`config.mk`:
```
export PLATFORM = sky130hd
export DESIGN_NAME = spi_host
export DESIGN_NICKNAME = d
export VERILOG_FILES = /design/src/rtl/spi_host.sv
export SDC_FILE = /design/constraint.sdc
export NUM_CORES = 1
export LEC_CHECK = 0
export BUFFER_PORTS_ARGS = -buffer_cell sky130_fd_sc_hd__buf_2
export CAP_MARGIN = 20
export CORE_MARGIN = 5
export CORE_UTILIZATION = 50
export DETAILED_ROUTE_END_ITERATION = 12
export PLACE_DENSITY = 0.74
export SYNTH_ARGS = -nofsm -noshare
export SYNTH_HDL_FRONTEND = slang
export SYNTH_SLANG_ARGS = --single-unit
```
`constraint.sdc`:
```
create_clock -name clk_i -period 7.4 [get_ports clk_i]
set_input_delay 1.48 -clock clk_i [delete_from_list [all_inputs] [get_ports clk_i]]
set_output_delay 1.48 -clock clk_i [all_outputs]
set_load 0.02 [all_outputs]
```
`src/rtl/spi_host.sv`:
```
`default_nettype none
// ============================================================================
// Module   : spi_host
// Brief    : Memory-mapped mode-0 SPI master with TX/RX byte FIFOs and RX IRQ
// Revision : 1.0
// ============================================================================
module spi_host #(
    parameter int unsigned FIFO_DEPTH      = 4,
    parameter logic [15:0] DEFAULT_CLK_DIV = 16'd24
) (
    input  logic        clk_i,
    input  logic        rst_ni,
    input  logic        device_req_i,
    input  logic [31:0] device_addr_i,
    input  logic        device_we_i,
    input  logic [3:0]  device_be_i,
    input  logic [31:0] device_wdata_i,
    output logic        device_rvalid_o,
    output logic [31:0] device_rdata_o,
    output logic        spi_sck_o,
    output logic        spi_cs_no,
    output logic        spi_copi_o,
    input  logic        spi_cipo_i,
    output logic        spi_irq_o
);

    localparam int unsigned c_AW = $clog2(FIFO_DEPTH);
    localparam int unsigned c_PW = c_AW + 1;

    localparam logic [1:0] S_IDLE = 2'd0;
    localparam logic [1:0] S_LOW  = 2'd1;
    localparam logic [1:0] S_HIGH = 2'd2;

    logic [1:0]      r_state, w_state_nxt;
    logic [7:0]      r_tx_mem [FIFO_DEPTH];
    logic [7:0]      r_rx_mem [FIFO_DEPTH];
    logic [c_PW-1:0] r_tx_wr, r_tx_rd, r_rx_wr, r_rx_rd;
    logic [15:0]     r_clk_div, r_div_cnt;
    logic            r_cs_en, r_irq_en, r_ovf, r_sck, r_irq, r_rvalid;
    logic [7:0]      r_shift, r_rx_sh;
    logic [2:0]      r_bit_cnt;
    logic [31:0]     r_rdata, w_rdata;

    logic w_tx_full, w_tx_empty, w_rx_full, w_rx_empty;
    logic w_sel_tx, w_sel_rx, w_sel_st, w_sel_ctrl, w_rd;
    logic w_tx_push, w_tx_pop, w_rx_push, w_rx_pop;
    logic w_div_hit, w_load, w_sample, w_shift, w_finish;
    logic w_unused;

    // Pointers carry one extra wrap bit so full and empty are distinguishable.
    assign w_tx_empty = (r_tx_wr == r_tx_rd);
    assign w_tx_full  = (r_tx_wr[c_AW] != r_tx_rd[c_AW]) &&
                        (r_tx_wr[c_AW-1:0] == r_tx_rd[c_AW-1:0]);
    assign w_rx_empty = (r_rx_wr == r_rx_rd);
    assign w_rx_full  = (r_rx_wr[c_AW] != r_rx_rd[c_AW]) &&
                        (r_rx_wr[c_AW-1:0] == r_rx_rd[c_AW-1:0]);

    assign w_sel_tx   = device_req_i && (device_addr_i[3:2] == 2'd0);
    assign w_sel_rx   = device_req_i && (device_addr_i[3:2] == 2'd1);
    assign w_sel_st   = device_req_i && (device_addr_i[3:2] == 2'd2);
    assign w_sel_ctrl = device_req_i && (device_addr_i[3:2] == 2'd3);
    assign w_rd       = device_req_i && !device_we_i;

    // A same-cycle engine pop frees a slot, so a push into a full FIFO still lands.
    assign w_tx_pop  = w_load;
    assign w_tx_push = w_sel_tx && device_we_i && device_be_i[0] && (!w_tx_full || w_tx_pop);
    assign w_rx_pop  = w_sel_rx && !device_we_i && !w_rx_empty;
    assign w_rx_push = w_finish && (!w_rx_full || w_rx_pop);

    // >= rather than == so a divider lowered below the running count still terminates.
    assign w_div_hit = (r_div_cnt >= r_clk_div);

    always_ff @(posedge clk_i or negedge rst_ni) begin
        if (!rst_ni) r_state <= S_IDLE;
        else         r_state <= w_state_nxt;
    end

    always_comb begin
        w_state_nxt = r_state;
        case (r_state)
            S_IDLE:  if (!w_tx_empty) w_state_nxt = S_LOW;
            S_LOW:   if (w_div_hit)   w_state_nxt = S_HIGH;
            S_HIGH:  if (w_div_hit)   w_state_nxt = (r_bit_cnt == 3'd0) ? S_IDLE : S_LOW;
            default: w_state_nxt = S_IDLE;
        endcase
    end

    always_comb begin
        w_load   = (r_state == S_IDLE) && !w_tx_empty;
        w_sample = (r_state == S_LOW)  && w_div_hit;
        w_shift  = (r_state == S_HIGH) && w_div_hit && (r_bit_cnt != 3'd0);
        w_finish = (r_state == S_HIGH) && w_div_hit && (r_bit_cnt == 3'd0);
    end

    always_ff @(posedge clk_i or negedge rst_ni) begin
        if (!rst_ni) begin
            r_shift   <= 8'd0;
            r_rx_sh   <= 8'd0;
            r_bit_cnt <= 3'd0;
            r_div_cnt <= 16'd0;
            r_sck     <= 1'b0;
        end else begin
            if (w_load) begin
                r_shift   <= r_tx_mem[r_tx_rd[c_AW-1:0]];
                r_bit_cnt <= 3'd7;
                r_div_cnt <= 16'd0;
                r_sck     <= 1'b0;
            end else if (r_state != S_IDLE) begin
                r_div_cnt <= w_div_hit ? 16'd0 : r_div_cnt + 16'd1;
            end
            if (w_sample) begin
                r_sck   <= 1'b1;
                r_rx_sh <= {r_rx_sh[6:0], spi_cipo_i};
            end
            if (w_shift) begin
                r_sck     <= 1'b0;
                r_bit_cnt <= r_bit_cnt - 3'd1;
                r_shift   <= {r_shift[6:0], 1'b0};
            end
            if (w_finish) r_sck <= 1'b0;
        end
    end

    always_ff @(posedge clk_i) begin
        if (w_tx_push) r_tx_mem[r_tx_wr[c_AW-1:0]] <= device_wdata_i[7:0];
        if (w_rx_push) r_rx_mem[r_rx_wr[c_AW-1:0]] <= r_rx_sh;
    end

    always_ff @(posedge clk_i or negedge rst_ni) begin
        if (!rst_ni) begin
            r_tx_wr   <= '0;
            r_tx_rd   <= '0;
            r_rx_wr   <= '0;
            r_rx_rd   <= '0;
            r_clk_div <= DEFAULT_CLK_DIV;
            r_cs_en   <= 1'b0;
            r_irq_en  <= 1'b0;
            r_ovf     <= 1'b0;
            r_irq     <= 1'b0;
            r_rvalid  <= 1'b0;
            r_rdata   <= 32'd0;
        end else begin
            if (w_tx_push) r_tx_wr <= r_tx_wr + 1'b1;
            if (w_tx_pop)  r_tx_rd <= r_tx_rd + 1'b1;
            if (w_rx_push) r_rx_wr <= r_rx_wr + 1'b1;
            if (w_rx_pop)  r_rx_rd <= r_rx_rd + 1'b1;
            if (w_sel_ctrl && device_we_i) begin
                if (device_be_i[0]) r_clk_div[7:0]  <= device_wdata_i[7:0];
                if (device_be_i[1]) r_clk_div[15:8] <= device_wdata_i[15:8];
                if (device_be_i[2]) begin
                    r_cs_en  <= device_wdata_i[16];
                    r_irq_en <= device_wdata_i[17];
                end
            end
            // A fresh overflow wins over a clear in the same cycle.
            if (w_finish && !w_rx_push)
                r_ovf <= 1'b1;
            else if (w_sel_st && device_we_i && device_be_i[0] && device_wdata_i[5])
                r_ovf <= 1'b0;
            r_irq    <= r_irq_en && !w_rx_empty;
            r_rvalid <= device_req_i;
            r_rdata  <= w_rd ? w_rdata : 32'd0;
        end
    end

    always_comb begin
        w_rdata = 32'd0;
        case (device_addr_i[3:2])
            2'd1: if (!w_rx_empty) w_rdata = {24'd0, r_rx_mem[r_rx_rd[c_AW-1:0]]};
            2'd2: w_rdata = {26'd0, r_ovf, (r_state != S_IDLE), w_rx_empty, w_rx_full,
                             w_tx_empty, w_tx_full};
            2'd3: w_rdata = {14'd0, r_irq_en, r_cs_en, r_clk_div};
            default: w_rdata = 32'd0;
        endcase
    end

    assign device_rvalid_o = r_rvalid;
    assign device_rdata_o  = r_rdata;
    assign spi_sck_o       = r_sck;
    assign spi_cs_no       = ~r_cs_en;
    assign spi_copi_o      = r_shift[7];
    assign spi_irq_o       = r_irq;

    assign w_unused = ^{device_addr_i[31:4], device_addr_i[1:0], device_wdata_i[31:18],
                        device_be_i[3]};

endmodule
`default_nettype wire

```
* Word level (Yosys, flattened, before mapping)
Memories as Yosys holds them, arrays and structs flattened.
Cells that the tools add are included.
** Storage, ports and cells
- Flip-flop bits (word level) :: 103
- Latch bits :: 0
- RAM bits :: 64
- ROM bits :: 0
- Input port bits :: 73
- Output and inout port bits :: 37
- Word-level logic and storage cells :: 112
- Memories kept :: 2
** Cells by class
- Add/sub/neg operators :: 6
- $mul :: 0
- Div/mod/pow operators :: 0
- Order comparisons :: 1
- Equality and inequality tests :: 14
- Shifts and indexed selects :: 0
- Muxes and demuxes :: 25
- Bitwise gates (word level) :: 1
- Reduce and logical (&&, ||, !) cells :: 45
** Memory list
- r_rx_mem :: words 4, bits a word 8, read ports 1, clocked after Yosys merged registers in 0, wr ports 1, RTL line 36 : logic [7:0] r_rx_mem [FIFO_DEPTH];
- r_tx_mem :: words 4, bits a word 8, read ports 1, clocked after Yosys merged registers in 0, wr ports 1, RTL line 35 : logic [7:0] r_tx_mem [FIFO_DEPTH];
** Operators with widths (number)
- $pmux W32 S3 :: 1
- $mux W16 :: 3
- $mux W32 :: 1
- $logic_and A1 B1 Y1 :: 24
- $mux W8 :: 3
- $add A16 B1 Y16 const B :: 1
- $ge A16 B16 Y1 :: 1
- $add A3 B1 Y3 const B :: 4
- $mux W1 :: 11
- $reduce_bool A2 Y1 :: 4
- $eq A2 B2 Y1 const B :: 3
- $eq A3 B3 Y1 :: 2
- $logic_not A1 Y1 :: 6
- $mux W2 :: 3
- $mux W3 :: 2
- $ne A2 B2 Y1 const B :: 3
- $pmux W2 S3 :: 1
- $reduce_and A2 Y1 :: 3
- $eq A2 B1 Y1 const B :: 2
- $eq A2 B2 Y1 :: 2
- $logic_not A2 Y1 :: 2
- $reduce_bool A4 Y1 :: 1
- $logic_not A3 Y1 :: 1
- $reduce_and A3 Y1 :: 1
- 5 further kinds :: 7

* Logic depth before layout (Yosys ltp)
- Word-level depth :: 9
- Gate-level depth with buffers :: 9
- Mapped depth without buffers :: 8

* Least setup slack after synthesis
Ideal clock, no wire load.
- Kind :: in2reg
- From :: input port device_we_i
- To :: memory r_rx_mem[3][0], enable pin
- Library setup time :: 0.390 ns
- Arrival time :: 3.076 ns
- Required time :: 7.010 ns
- Setup slack :: 3.934 ns
- Stages on the path :: 5
- Buffers on the path :: 1
- Cells stage by stage :: nand2b_1 -> clkbuf_1 -> o41ai_1 -> nand3_1 -> nor3b_1
** Between the ends
- Cells in the longest elaborated chain, start to end :: 7
** RTL lines
- from (decl) :: RTL line 15 : input logic device_we_i,
- $logic_not A1 Y1 :: RTL line 67 : assign w_rx_pop = w_sel_rx && !device_we_i && !w_rx_empty;
- $logic_and A1 B1 Y1 (2 in series) :: RTL line 67
- $logic_or A1 B1 Y1 :: RTL line 68 : assign w_rx_push = w_finish && (!w_rx_full || w_rx_pop);
- $logic_and A1 B1 Y1 :: RTL line 68
- $mux W1 :: RTL line 126 : if (w_rx_push) r_rx_mem[r_rx_wr[c_AW-1:0]] <= r_rx_sh;
- $mux W1 (implied by the code) :: RTL line 126
- to (decl) :: RTL line 36
No other way between the ends.

* Final worst setup path
- From :: input port device_we_i
- To :: memory r_rx_mem[2][4], enable pin
Same word-level chain as after synthesis.

==> key figures <==
Clock tree
  • Clock sink count: 153
  • TritonCTS clock tree: yes
  • Htree depth: 4
  • CTS Root Cell: clkbuf_16
  • Postcts setup bufs: 0
  • Hold-fix buffers at CTS: 0
  • Max clock buf depth: 2
  • Post-CTS sizing: 0
  • CTS Buf Count: 17
  • Clock-pin slew on the worst setup and hold paths: around 60 ps
  • Clock Latency Late Sink: between 400 and 500 ps

Yosys
  • #FFs+latches synth: approximately 150
  • Seq/Total Area, Yosys: 0.598
  • Main synth FF type: dfrtp_1
  • Ranking of synthesized cells by area: dfrtp_1 (31%), edfxtp_1 (28%), ha_1 (5.2%), mux4_2 (5.2%), mux2_2 (4.9%)
  • Post-Syn Area: ~7000 sq um
  • Yosys warns: 0
  • Post-synth top area share: 0.313
  • Cells after synthesis: 507
  • Post-synth ARST share: 0.582
  • Post-synth EDFFs: between 60 and 70
  • Syn Area/Cell: between 10 and 15 sq um
  • Post-synth cell types: 57
  • Yosys top cell by area: dfrtp_1

Worst setup path
  • Worst Path Arrival: 3580 ps
  • Crit path kind: input port to register
  • Crit path capture type: register
  • Crit path launch type: input port
  • WP data required: 7480 ps
  • CP max FO: 18
  • R2R depth: 7

Routing
  • Router iterations before antenna repair: 4
  • Via/cell ratio: between 5 and 6
  • Routed wire length: 13400 microns
  • WL/cell: roughly 18 microns
  • DRC Markers: 0
  • DR vias: between 4000 and 5000
  • Iter 0 DRT Violations: about 340
  • ANT nets after route: 0

Floorplanning
  • Site Rows: 43
  • IO Count: between 100 and 150
  • Die ar.: about 16000 sq um
  • Die W: 128 microns
  • Starting density of the core: 0.504
  • Chip height: between 100 and 150 microns
  • Placeable Area: 13800 sq um

Outcome
  • Run status: completed

STA
  • Relative slew margins: 0.308
  • Fin crit share: 0.473
  • Max Freq: approximately 290 MHz
  • RSZ-0062 raised after global routing: false
  • Least-Margin Pin Slew: 1030 ps
  • Final-report hold violation count: 0
  • Pins Over Slew Limit: 0
  • Clock skew: ~7 ps
  • Fin worst setup slack: 3900 ps
  • Final setup violation count: 0
  • Total Neg Setup Slack: 0 ps
  • Min Tclk post-route: approximately 3500 ps
  • Hold Worst Slack: 486 ps

Finish
  • # fillers: between 1000 and 1500
  • Antenna diodes: 0
  • Layout Nets: ~660
  • Non-Filler Instances: 755
  • Area grow syn2layout: 12.9%
  • Register area: roughly 4200 sq um
  • Share of layout cells above drive strength 1: 0.254
  • Multi-input logic area: approximately 2500 sq um

Worst hold path
  • Worst Hold Depth: 1
  • Hold WC Path Type: register to register

Global route
  • Overflow after GRT: 0
  • Met2 Use GR: 0.287
  • M3 GR Usage: 0.0421
  • Initial antenna violation count: 0
  • First-pass GRT wire length: 22100 microns
  • Gr busiest metal: met2
  • Tot GR Track Use: 0.174
  • Grt met1 use: 0.227
  • Pin count of the biggest net entering global routing: 54
  • Vias in the first global route: ~4200

Placement
  • Gpl congestion: about 0.81
  • Hpwl dp: 9340 microns
  • Pre-CTS setup slack: 3400 ps
  • PortBufs: 50
  • Placed insts: 723

Power
  • Leakage Power: approximately 3.4 nW
  • PwrDens: between 300 and 400 nW/um^2
  • Max VDD drop: around 0.2 mV

Job
  • Max_cap viols: 0
[final timing paths]
path                                           start                         to  slack (ps)
hold / removal                r_tx_wr[2]$_DFFE_PN0P_     r_tx_wr[2]$_DFFE_PN0P_         490
setup / recovery                         device_we_i   r_rx_mem[2][4]$_DFFE_PP_        3900
hold reg to reg               r_tx_wr[2]$_DFFE_PN0P_     r_tx_wr[2]$_DFFE_PN0P_         490
max in group asynchronous                     rst_ni   r_clk_div[2]$_DFFE_PN0P_        5330
setup reg to reg           r_div_cnt[13]$_DFFE_PN0P_   r_bit_cnt[1]$_DFFE_PN0P_        4530
min in group asynchronous                     rst_ni  r_div_cnt[11]$_DFFE_PN0P_        1010
[layer usage]
layer  up-vias  part of all wire
met2        83              0.51
met3        20             0.047
met1      2045              0.43
li1       1945                 -
met4         0             0.015
met5         -                 0
[kinds of logic (layout without fill, tap and decap cells)]
logic type      after synthesis  in the layout  synth area share
simple gates                135            135             0.111
other cells                   1             14          0.000540
buf+inv                      58            113            0.0436
compound gates               65             65            0.0688
xor+xnor                     14             14            0.0176
mux                          52             52             0.109
flops                       153            153             0.598
fa+ha+maj                    29             29            0.0522
[through the flow]
stage / utilization / total power [W] / area [sq um]
finish: 0.569 / 0.00254 / 7840
global route: 0.569 / 0.00268 / 7840
CTS: 0.569 / 0.00256 / 7840
detailed placement: 0.530 / 0.00175 / 7300
global placement: 0.530 / 0.00172 / 7300
floorplan: - / 0.00162 / 7000
[critical path: stages]
cell and delay [ps]:
buf_2 110, nand2b_1 480, o41ai_1 570, nand3_1 170, nor2_1 320, and2_1 440
[cell usage after synthesis, types with 3 or more instances]
master / number
o21ai_0: 9
or3_1: 3
and3_1: 13
nand2b_1: 3
edfxtp_1: 64
nor2_1: 21
xnor2_1: 5
mux4_2: 16
a21oi_1: 18
dfrtp_1: 87
a2bb2oi_1: 6
clkbuf_1: 6
nand4_1: 3
a31oi_1: 3
xor2_1: 9
a21o_1: 3
a22o_1: 6
and2_1: 9
buf_2: 5
mux2_2: 30
nand3_1: 10
nor3b_1: 8
inv_1: 27
nand3b_1: 3
nor3_1: 13
mux2i_1: 6
nand2_1: 32
ha_1: 29
buf_4: 17
a221o_1: 7
[placed cells by master, fill, tap and decap left out, types with 16 or more instances in the layout]
master | synthesis | layout
dfrtp_1 | 87 | 87
edfxtp_1 | 64 | 64
buf_2 | 5 | 49
nand2_1 | 32 | 32
mux2_2 | 30 | 30
ha_1 | 29 | 29
inv_1 | 27 | 27
nor2_1 | 21 | 21
a21oi_1 | 18 | 18
clkbuf_16 | 0 | 17
mux4_2 | 16 | 16
[flip-flops by register name, summed over array words and instances (netlist names), 2 cells and up]
register and count:
r_state 2, r_bit_cnt 3, r_clk_div 16, r_div_cnt 16, r_tx_rd 3, r_shift 8
r_rx_rd 3, r_rx_sh 8, device_rdata_o 18, r_rx_wr 3, r_tx_mem 32, r_tx_wr 3
r_rx_mem 32
[power by group]
| group | internal [W] | total [W] | leakage [nW] | switching, W |
|---|---|---|---|---|
| logic | 0.000295 | 0.000591 | 1.41 | 0.000297 |
| registers | 0.00101 | 0.00115 | 1.71 | 0.000147 |
| clock network | 0.000437 | 0.000795 | 0.270 | 0.000358 |
| total | 0.00174 | 0.00254 | 3.38 | 0.000801 |
[area by class of cell]
type	count	share of cell area
Clock inverter	14	0.0147
Inverter	28	0.0134
Clock buffer	18	0.0547
Timing Repair Buffer	53	0.0351
Tap cell	180	0.0287
Multi-Input combinational cell	309	0.324
Sequential cell	153	0.529
Power figures use the tool's default switching activity.
